**src/rtl/accelerator_vector_stream_feeder_if.sv**
```systemverilog
// Element-stream bundle between the vector feeder (slave) and its host/consumer side (master).
// Carries the operand load port, buffer status, stream start/finish and the paired A/B element stream.
interface accelerator_vector_stream_feeder_if #(
  parameter int DATA_SIZE = 64,
  parameter int ADDR_SIZE = 4
);
  logic                 LOAD_ENABLE;
  logic [DATA_SIZE-1:0] LOAD_A_IN;
  logic [DATA_SIZE-1:0] LOAD_B_IN;
  logic                 FULL;
  logic                 EMPTY;
  logic [ADDR_SIZE:0]   COUNT;
  logic                 START;
  logic                 READY;
  logic [DATA_SIZE-1:0] LENGTH_OUT;
  logic                 ELEMENT_REQUEST;
  logic                 DATA_A_OUT_ENABLE;
  logic                 DATA_B_OUT_ENABLE;
  logic [DATA_SIZE-1:0] DATA_A_OUT;
  logic [DATA_SIZE-1:0] DATA_B_OUT;

  modport master (
    output LOAD_ENABLE, LOAD_A_IN, LOAD_B_IN, START, ELEMENT_REQUEST,
    input  FULL, EMPTY, COUNT, READY, LENGTH_OUT,
    input  DATA_A_OUT_ENABLE, DATA_B_OUT_ENABLE, DATA_A_OUT, DATA_B_OUT
  );

  modport slave (
    input  LOAD_ENABLE, LOAD_A_IN, LOAD_B_IN, START, ELEMENT_REQUEST,
    output FULL, EMPTY, COUNT, READY, LENGTH_OUT,
    output DATA_A_OUT_ENABLE, DATA_B_OUT_ENABLE, DATA_A_OUT, DATA_B_OUT
  );
endinterface

```
**src/rtl/accelerator_vector_stream_feeder.sv**
```systemverilog
// Buffers up to 2**ADDR_SIZE (A,B) operand pairs and streams them, one pair per consumer request.
// Define ACCELERATOR_VECTOR_FEEDER_REPLAY_EN to retain the buffer after each stream so START replays it.
module accelerator_vector_stream_feeder #(
  parameter int DATA_SIZE = 64,
  parameter int ADDR_SIZE = 4
) (
  input logic                               CLK,
  input logic                               RST,
  accelerator_vector_stream_feeder_if.slave bus
);
  localparam int DEPTH = 2 ** ADDR_SIZE;
  localparam logic [ADDR_SIZE:0]   CNT_ONE = {{ADDR_SIZE{1'b0}}, 1'b1};
  localparam logic [ADDR_SIZE-1:0] IDX_ONE = {{(ADDR_SIZE-1){1'b0}}, 1'b1};

  typedef enum logic [1:0] {IDLE = 2'd0, STREAM = 2'd1, DONE = 2'd2} state_t;

  state_t               state_q, state_d;
  logic [ADDR_SIZE:0]   count_q;   // also the write pointer: pairs always fill from address 0
  logic [ADDR_SIZE:0]   len_q;
  logic [ADDR_SIZE-1:0] rd_idx_q;
  logic                 ready_q;
  logic                 vld_p1;
  logic [DATA_SIZE-1:0] data_a_p1, data_b_p1;
  logic [DATA_SIZE-1:0] mem_a [DEPTH];
  logic [DATA_SIZE-1:0] mem_b [DEPTH];

  logic full, last_req;
  logic load_acc, start_acc, emit, finish;

  // count_q never exceeds DEPTH, so its MSB alone marks a full buffer
  assign full     = count_q[ADDR_SIZE];
  assign last_req = ({1'b0, rd_idx_q} == (len_q - CNT_ONE));

  always_ff @(posedge CLK or posedge RST) begin
    if (RST) state_q <= IDLE;
    else     state_q <= state_d;
  end

  always_comb begin
    state_d = state_q;
    case (state_q)
      IDLE:    if (bus.START) state_d = (count_q != '0) ? STREAM : DONE;
      STREAM:  if (bus.ELEMENT_REQUEST && last_req) state_d = DONE;
      DONE:    state_d = IDLE;
      default: state_d = IDLE;
    endcase
  end

  // A START wins over a load presented in the same cycle
  always_comb begin
    load_acc  = 1'b0;
    start_acc = 1'b0;
    emit      = 1'b0;
    finish    = 1'b0;
    case (state_q)
      IDLE: begin
        start_acc = bus.START;
        load_acc  = bus.LOAD_ENABLE && !full && !bus.START;
      end
      STREAM:  emit   = bus.ELEMENT_REQUEST;
      DONE:    finish = 1'b1;
      default: ;
    endcase
  end

  always_ff @(posedge CLK or posedge RST) begin
    if (RST) begin
      count_q  <= '0;
      len_q    <= '0;
      rd_idx_q <= '0;
      ready_q  <= 1'b0;
      vld_p1   <= 1'b0;
    end else begin
      ready_q <= finish;
      vld_p1  <= emit;
      if (load_acc) count_q <= count_q + CNT_ONE;
      if (start_acc) begin
        len_q    <= count_q;
        rd_idx_q <= '0;
      end
      if (emit) rd_idx_q <= rd_idx_q + IDX_ONE;
      if (finish) begin
        rd_idx_q <= '0;
`ifdef ACCELERATOR_VECTOR_FEEDER_REPLAY_EN
        count_q  <= count_q;
`else
        count_q  <= '0;
`endif
      end
    end
  end

  // ---- stage p0 -> p1: buffer read into the output element registers ----
  always_ff @(posedge CLK or posedge RST) begin
    if (RST) begin
      data_a_p1 <= '0;
      data_b_p1 <= '0;
    end else if (emit) begin
      data_a_p1 <= mem_a[rd_idx_q];
      data_b_p1 <= mem_b[rd_idx_q];
    end
  end

  always_ff @(posedge CLK) begin
    if (load_acc) begin
      mem_a[count_q[ADDR_SIZE-1:0]] <= bus.LOAD_A_IN;
      mem_b[count_q[ADDR_SIZE-1:0]] <= bus.LOAD_B_IN;
    end
  end

  assign bus.FULL              = full;
  assign bus.EMPTY             = (count_q == '0);
  assign bus.COUNT             = count_q;
  assign bus.READY             = ready_q;
  assign bus.LENGTH_OUT        = {{(DATA_SIZE-ADDR_SIZE-1){1'b0}}, len_q};
  assign bus.DATA_A_OUT_ENABLE = vld_p1;
  assign bus.DATA_B_OUT_ENABLE = vld_p1;
  assign bus.DATA_A_OUT        = data_a_p1;
  assign bus.DATA_B_OUT        = data_b_p1;
endmodule

```
**src/flat_wrapper.sv**
```systemverilog
// flat-port wrapper written by rule: the top's interface ports become plain ports
module accelerator_vector_stream_feeder_flat 
#(
  parameter int DATA_SIZE = 64,
  parameter int ADDR_SIZE = 4
)
  (CLK, RST, bus_LOAD_ENABLE, bus_LOAD_A_IN, bus_LOAD_B_IN, bus_START, bus_ELEMENT_REQUEST, bus_FULL, bus_EMPTY, bus_COUNT, bus_READY, bus_LENGTH_OUT, bus_DATA_A_OUT_ENABLE, bus_DATA_B_OUT_ENABLE, bus_DATA_A_OUT, bus_DATA_B_OUT);
  accelerator_vector_stream_feeder_if #(.DATA_SIZE(DATA_SIZE), .ADDR_SIZE(ADDR_SIZE)) bus_i ();
  input logic CLK;
  input logic RST;
  input wire logic [$bits(bus_i.LOAD_ENABLE)-1:0] bus_LOAD_ENABLE;
  input wire logic [$bits(bus_i.LOAD_A_IN)-1:0] bus_LOAD_A_IN;
  input wire logic [$bits(bus_i.LOAD_B_IN)-1:0] bus_LOAD_B_IN;
  input wire logic [$bits(bus_i.START)-1:0] bus_START;
  input wire logic [$bits(bus_i.ELEMENT_REQUEST)-1:0] bus_ELEMENT_REQUEST;
  output wire logic [$bits(bus_i.FULL)-1:0] bus_FULL;
  output wire logic [$bits(bus_i.EMPTY)-1:0] bus_EMPTY;
  output wire logic [$bits(bus_i.COUNT)-1:0] bus_COUNT;
  output wire logic [$bits(bus_i.READY)-1:0] bus_READY;
  output wire logic [$bits(bus_i.LENGTH_OUT)-1:0] bus_LENGTH_OUT;
  output wire logic [$bits(bus_i.DATA_A_OUT_ENABLE)-1:0] bus_DATA_A_OUT_ENABLE;
  output wire logic [$bits(bus_i.DATA_B_OUT_ENABLE)-1:0] bus_DATA_B_OUT_ENABLE;
  output wire logic [$bits(bus_i.DATA_A_OUT)-1:0] bus_DATA_A_OUT;
  output wire logic [$bits(bus_i.DATA_B_OUT)-1:0] bus_DATA_B_OUT;
  assign bus_i.LOAD_ENABLE = bus_LOAD_ENABLE;
  assign bus_i.LOAD_A_IN = bus_LOAD_A_IN;
  assign bus_i.LOAD_B_IN = bus_LOAD_B_IN;
  assign bus_i.START = bus_START;
  assign bus_i.ELEMENT_REQUEST = bus_ELEMENT_REQUEST;
  assign bus_FULL = bus_i.FULL;
  assign bus_EMPTY = bus_i.EMPTY;
  assign bus_COUNT = bus_i.COUNT;
  assign bus_READY = bus_i.READY;
  assign bus_LENGTH_OUT = bus_i.LENGTH_OUT;
  assign bus_DATA_A_OUT_ENABLE = bus_i.DATA_A_OUT_ENABLE;
  assign bus_DATA_B_OUT_ENABLE = bus_i.DATA_B_OUT_ENABLE;
  assign bus_DATA_A_OUT = bus_i.DATA_A_OUT;
  assign bus_DATA_B_OUT = bus_i.DATA_B_OUT;
  accelerator_vector_stream_feeder #(.DATA_SIZE(DATA_SIZE), .ADDR_SIZE(ADDR_SIZE)) u_core (.CLK(CLK), .RST(RST), .bus(bus_i));
endmodule
```
**config.mk**
```make
export PLATFORM = sky130hd
export DESIGN_NAME = accelerator_vector_stream_feeder_flat
export DESIGN_NICKNAME = d
export VERILOG_FILES = /design/src/rtl/accelerator_vector_stream_feeder_if.sv /design/src/rtl/accelerator_vector_stream_feeder.sv /design/src/flat_wrapper.sv
export SDC_FILE = /design/constraint.sdc
export NUM_CORES = 2
export LEC_CHECK = 0
export CAP_MARGIN = 20
export CORE_MARGIN = 8
export CORE_UTILIZATION = 55
export CTS_CLUSTER_DIAMETER = 50
export CTS_CLUSTER_SIZE = 30
export DETAILED_ROUTE_END_ITERATION = 6
export DONT_BUFFER_PORTS = 1
export GPL_TIMING_DRIVEN = 0
export PLACE_DENSITY = 0.73
export SETUP_SLACK_MARGIN = 0.4
export SYNTH_ARGS = -nofsm -noshare
export SYNTH_HDL_FRONTEND = slang
export SYNTH_SLANG_ARGS = --single-unit
export TNS_END_PERCENT = 5
```
**constraint.sdc**
```tcl
create_clock -name CLK -period 9.6 [get_ports CLK]
set_clock_uncertainty 0.1 [all_clocks]
set_input_delay 1.44 -clock CLK [delete_from_list [all_inputs] [get_ports CLK]]
set_output_delay 1.44 -clock CLK [all_outputs]
set_load 0.02 [all_outputs]
```
==> impl_results.md <==
- Outcome: completed
- Power spent charging and discharging nets: 7.095 mW
- Final worst path period need: 3932 ps
- Average via count per standard cell: 6.340
- Post-detailed-route count of antenna-violating nets: 0
- Proportion of register bits with asynchronous set or reset after synthesis: 6.655%
- Worst-case hold slack: 458.4 ps
- Average wire per standard cell: 31.49 um
- Peak supply drop: 206.4 uV
- DRT iter0 DRCs: 4,512
- Root Buffer Master: clkbuf_16
- Setup TNS Final: 0 ps
- Count of filler cells inserted in the layout: 10,055
- Combinational Power Share: 19.8%
- Total track usage: 24.43%
- Primary flip-flop cell chosen by synthesis mapping: edfxtp_1
- Clock power share: 30.7%
- F_max: 0.2543 GHz
- Synth warn: 0
- Period utilization: 40.96%
- Post-synthesis cell type with the largest combined area: edfxtp_1
- Post-CTS setup repair buffer count: 0
- Sequential share of power: 49.5%
- Final instance area: 94,050 um^2
- Final net count: 4,413
- Clock Sinks: 2,194
- Syn Std Cell Area: 83,080 um^2
- Maximum single-stage delay on the critical path: 770 ps
- Power per cell area: 251.6 nW/um^2
- Netlist cell types: 50
- Arrival @ worst endpoint: 4350 ps
- Unrepaired setup endpoints after global routing: false
- DPL Wire Length: 132,400 um
- Synth Instances: 3,920
- Fraction of synthesized cell area taken by the top area cell type: 74.02%
- TritonCTS clock tree: built
- Vias after detailed routing: 40,752
- Pin slew with the least headroom to its limit: 1154 ps
- Pre-Repair DR Iteration Count: 6
- Number of top-level design ports: 335
- Antenna violations before repair: 7
- Number of rows created at floorplan: 142
- Maximum root-to-sink buffer count: 3
- Number of max-slew violations in the final report: 0
- Net switching fraction of the power: 29.98%
- Tightest slew margin relative to the limit: 23.07%
- TritonCTS Buffers: 157
- Mean instance size in the synthesized netlist: 21.19 um^2
- Clock latency of the later-clocked register in the worst-skew pair: 820 ps
- Proportion of synthesized chip area in sequential cells: 78.42%
- First-pass GRT wire length: 289,600 um
- Worst-case setup slack after placement: 4839 ps
- Level count of the clock H-tree: 4
- Highest-count cells in the layout ignoring fill and taps: edfxtp_1, mux4_2, mux2i_1
- Family with the most delay on the worst path: buffers and inverters
- WL final: 202,400 um
- Pin count of the biggest net entering global routing: 78
- Initial cell density of the core: 55.41%
- Weighted congestion at the end of routability-driven global placement: 0.7722
- Highest net fanout along the worst path: 11
- DRC violation count after routing: 0
- Worst Slack Setup Final: 5668 ps
- Flip-flop and latch count after synthesis: 2,194
- Most common cell on crit path: buf_6
- Critical-path top delay cell: nor3_2
- Critical Path Start Type: input pin
- Standard cell area after detailed placement: 88,300 um^2
- Number of global-route vias before repair: 40,943
- Clock transition at path regs: 90 ps
- Ordered list of cells on the worst path: nor2_1 > and3_1 > clkbuf_1 > nand2_1 > nor3_2 > buf_6 > buf_6 > buf_6 > buf_6 > buf_6 > buf_6 > buf_6
- Leak pwr: 30.11 nW
- Number of endpoints failing setup at the final stage: 0
- Remaining global-route overflow: 0
- Count of flip-flops with a built-in enable after synthesis: 2,048
- Number of max-cap violations: 0
- Number of buffers and inverters on the critical path: 8
- Port Buffer Count: 0
- Area delta synth->final: 13.20%
- Hold violation total from the final report: 0
- Hold Path Class: in -> async
- Critical Path End Type: register
- Area of the core: 150,000 um^2
- Number of resized instances in the post-cts repair step: 0
- Die W: 404.7 um
- Internal power: 16.57 mW
- Die height: 404.7 um
- Fraction of layout instances using a drive strength above 1: 23.71%
- WS Path Type: in -> reg
- Die area: 163,800 um^2
- Cell types occupying the most area after synthesis: edfxtp_1, mux4_2, dfrtp_1
- Required time of the worst setup path: 10,020 ps
- Most frequent standard cell in the layout excluding fill and tap cells: edfxtp_1
- Hold buffers post-CTS: 0
==> power groups by stage <==
stage	registers [mW]	clock network [mW]	logic, mW
2_1_floorplan	11.7	0	3.32
3_3_place_gp	12.1	0	4.53
3_5_place_dp	11.9	0	4.71
4_1_cts	11.7	7.34	4.72
5_1_grt	11.8	7.65	4.98
6_report	11.7	7.25	4.69
==> flip-flops by register name (all words and copies together) (netlist names) <==
register,cells
u_core.bus.COUNT,5
u_core.bus.DATA_A_OUT,64
u_core.bus.DATA_A_OUT_ENABLE,1
u_core.bus.DATA_B_OUT,64
u_core.bus.READY,1
u_core.len_q,5
u_core.mem_a,1024
u_core.mem_b,1024
u_core.rd_idx_q,4
u_core.state_q,2
==> synth_stat cells (all sizes together) (2+ instances only) <==
| cell type | count |
|---|---|
| nand3 | 86 |
| ha | 6 |
| nor3 | 5 |
| a211oi | 26 |
| a221oi | 28 |
| inv | 7 |
| buf | 221 |
| a21oi | 36 |
| o21ai | 42 |
| edfxtp | 2048 |
| clkbuf | 65 |
| nand2 | 115 |
| mux2 | 8 |
| and2 | 6 |
| nand4 | 2 |
| dfrtp | 146 |
| nand2b | 9 |
| mux2i | 305 |
| mux4 | 365 |
| xor2 | 3 |
| and3 | 21 |
| o211ai | 83 |
| o22ai | 19 |
| nor2 | 32 |
| a22oi | 177 |
| nor2b | 22 |
| o32ai | 5 |
| a32oi | 17 |
| xnor2 | 4 |
==> stage by stage <==
stage / total power [mW] / cells / utilization, %
final: 23.66 / 6428 / 62.72
after global routing: 24.41 / 6427 / 62.72
after CTS: 23.80 / 6427 / 62.72
after detailed placement: 16.65 / 6131 / 58.88
after global placement: 16.59 / 5994 / 57.24
after floorplan: 15.03 / 3978 / -
==> cell families after synthesis <==
| family | Yosys count | share of synthesized area (%) |
|---|---|---|
| AND/OR/NAND/NOR | 303 | 1.736 |
| other | 1 | 0.004514 |
| flip-flops | 2194 | 78.42 |
| multiplexers | 678 | 13.68 |
| AO/OA/AOI/OAI | 438 | 3.851 |
| buffers and inverters | 293 | 2.148 |
| adder cells (fa/ha/maj) | 6 | 0.09036 |
| XOR/XNOR | 7 | 0.07379 |
==> path summary, 6_finish.rpt <==
path                                                 startpoint                               endpoint  slack [ps]  depth (start not counted)
min in group CLK                 u_core.rd_idx_q[1]$_DFFE_PP0P_         u_core.rd_idx_q[1]$_DFFE_PP0P_         530                          3
worst min-delay path                                        RST  u_core.bus.DATA_B_OUT[61]$_DFFE_PP0P_         460                          1
max in group asynchronous                                   RST  u_core.bus.DATA_A_OUT[29]$_DFFE_PP0P_        7860                          2
worst min register to register   u_core.rd_idx_q[1]$_DFFE_PP0P_         u_core.rd_idx_q[1]$_DFFE_PP0P_         530                          3
worst max-delay path                                  bus_START           u_core.mem_b[0][4]$_DFFE_PP_        5670                         12
worst max register to register  u_core.bus.COUNT[4]$_DFFE_PP0P_           u_core.mem_b[0][4]$_DFFE_PP_        5730                         12
==> area by class of cell <==
class	instances	area (um^2)	area share [%]
tap	2016	2522	2.682
timing repair buffer	137	2351	2.500
antenna	1	2.502	0.002661
clock buffer	171	4139	4.401
inverter	7	33.78	0.03592
multi-input combinational	1491	16480	17.52
buffer	286	1759	1.871
sequential	2194	65150	69.28
clock inverter	125	1609	1.711
==> metal layers <==
layer	GRT usage (%)	wire (um)	vias up	part of all wire, %
li1	-	-	16864	-
met1	33.00	77230	21488	38
met2	38.79	96500	2076	48
met3	7.385	22570	324	11
met4	7.458	6091	0	3.0
met5	0	0	-	0
Power figures use the tool's default switching activity.
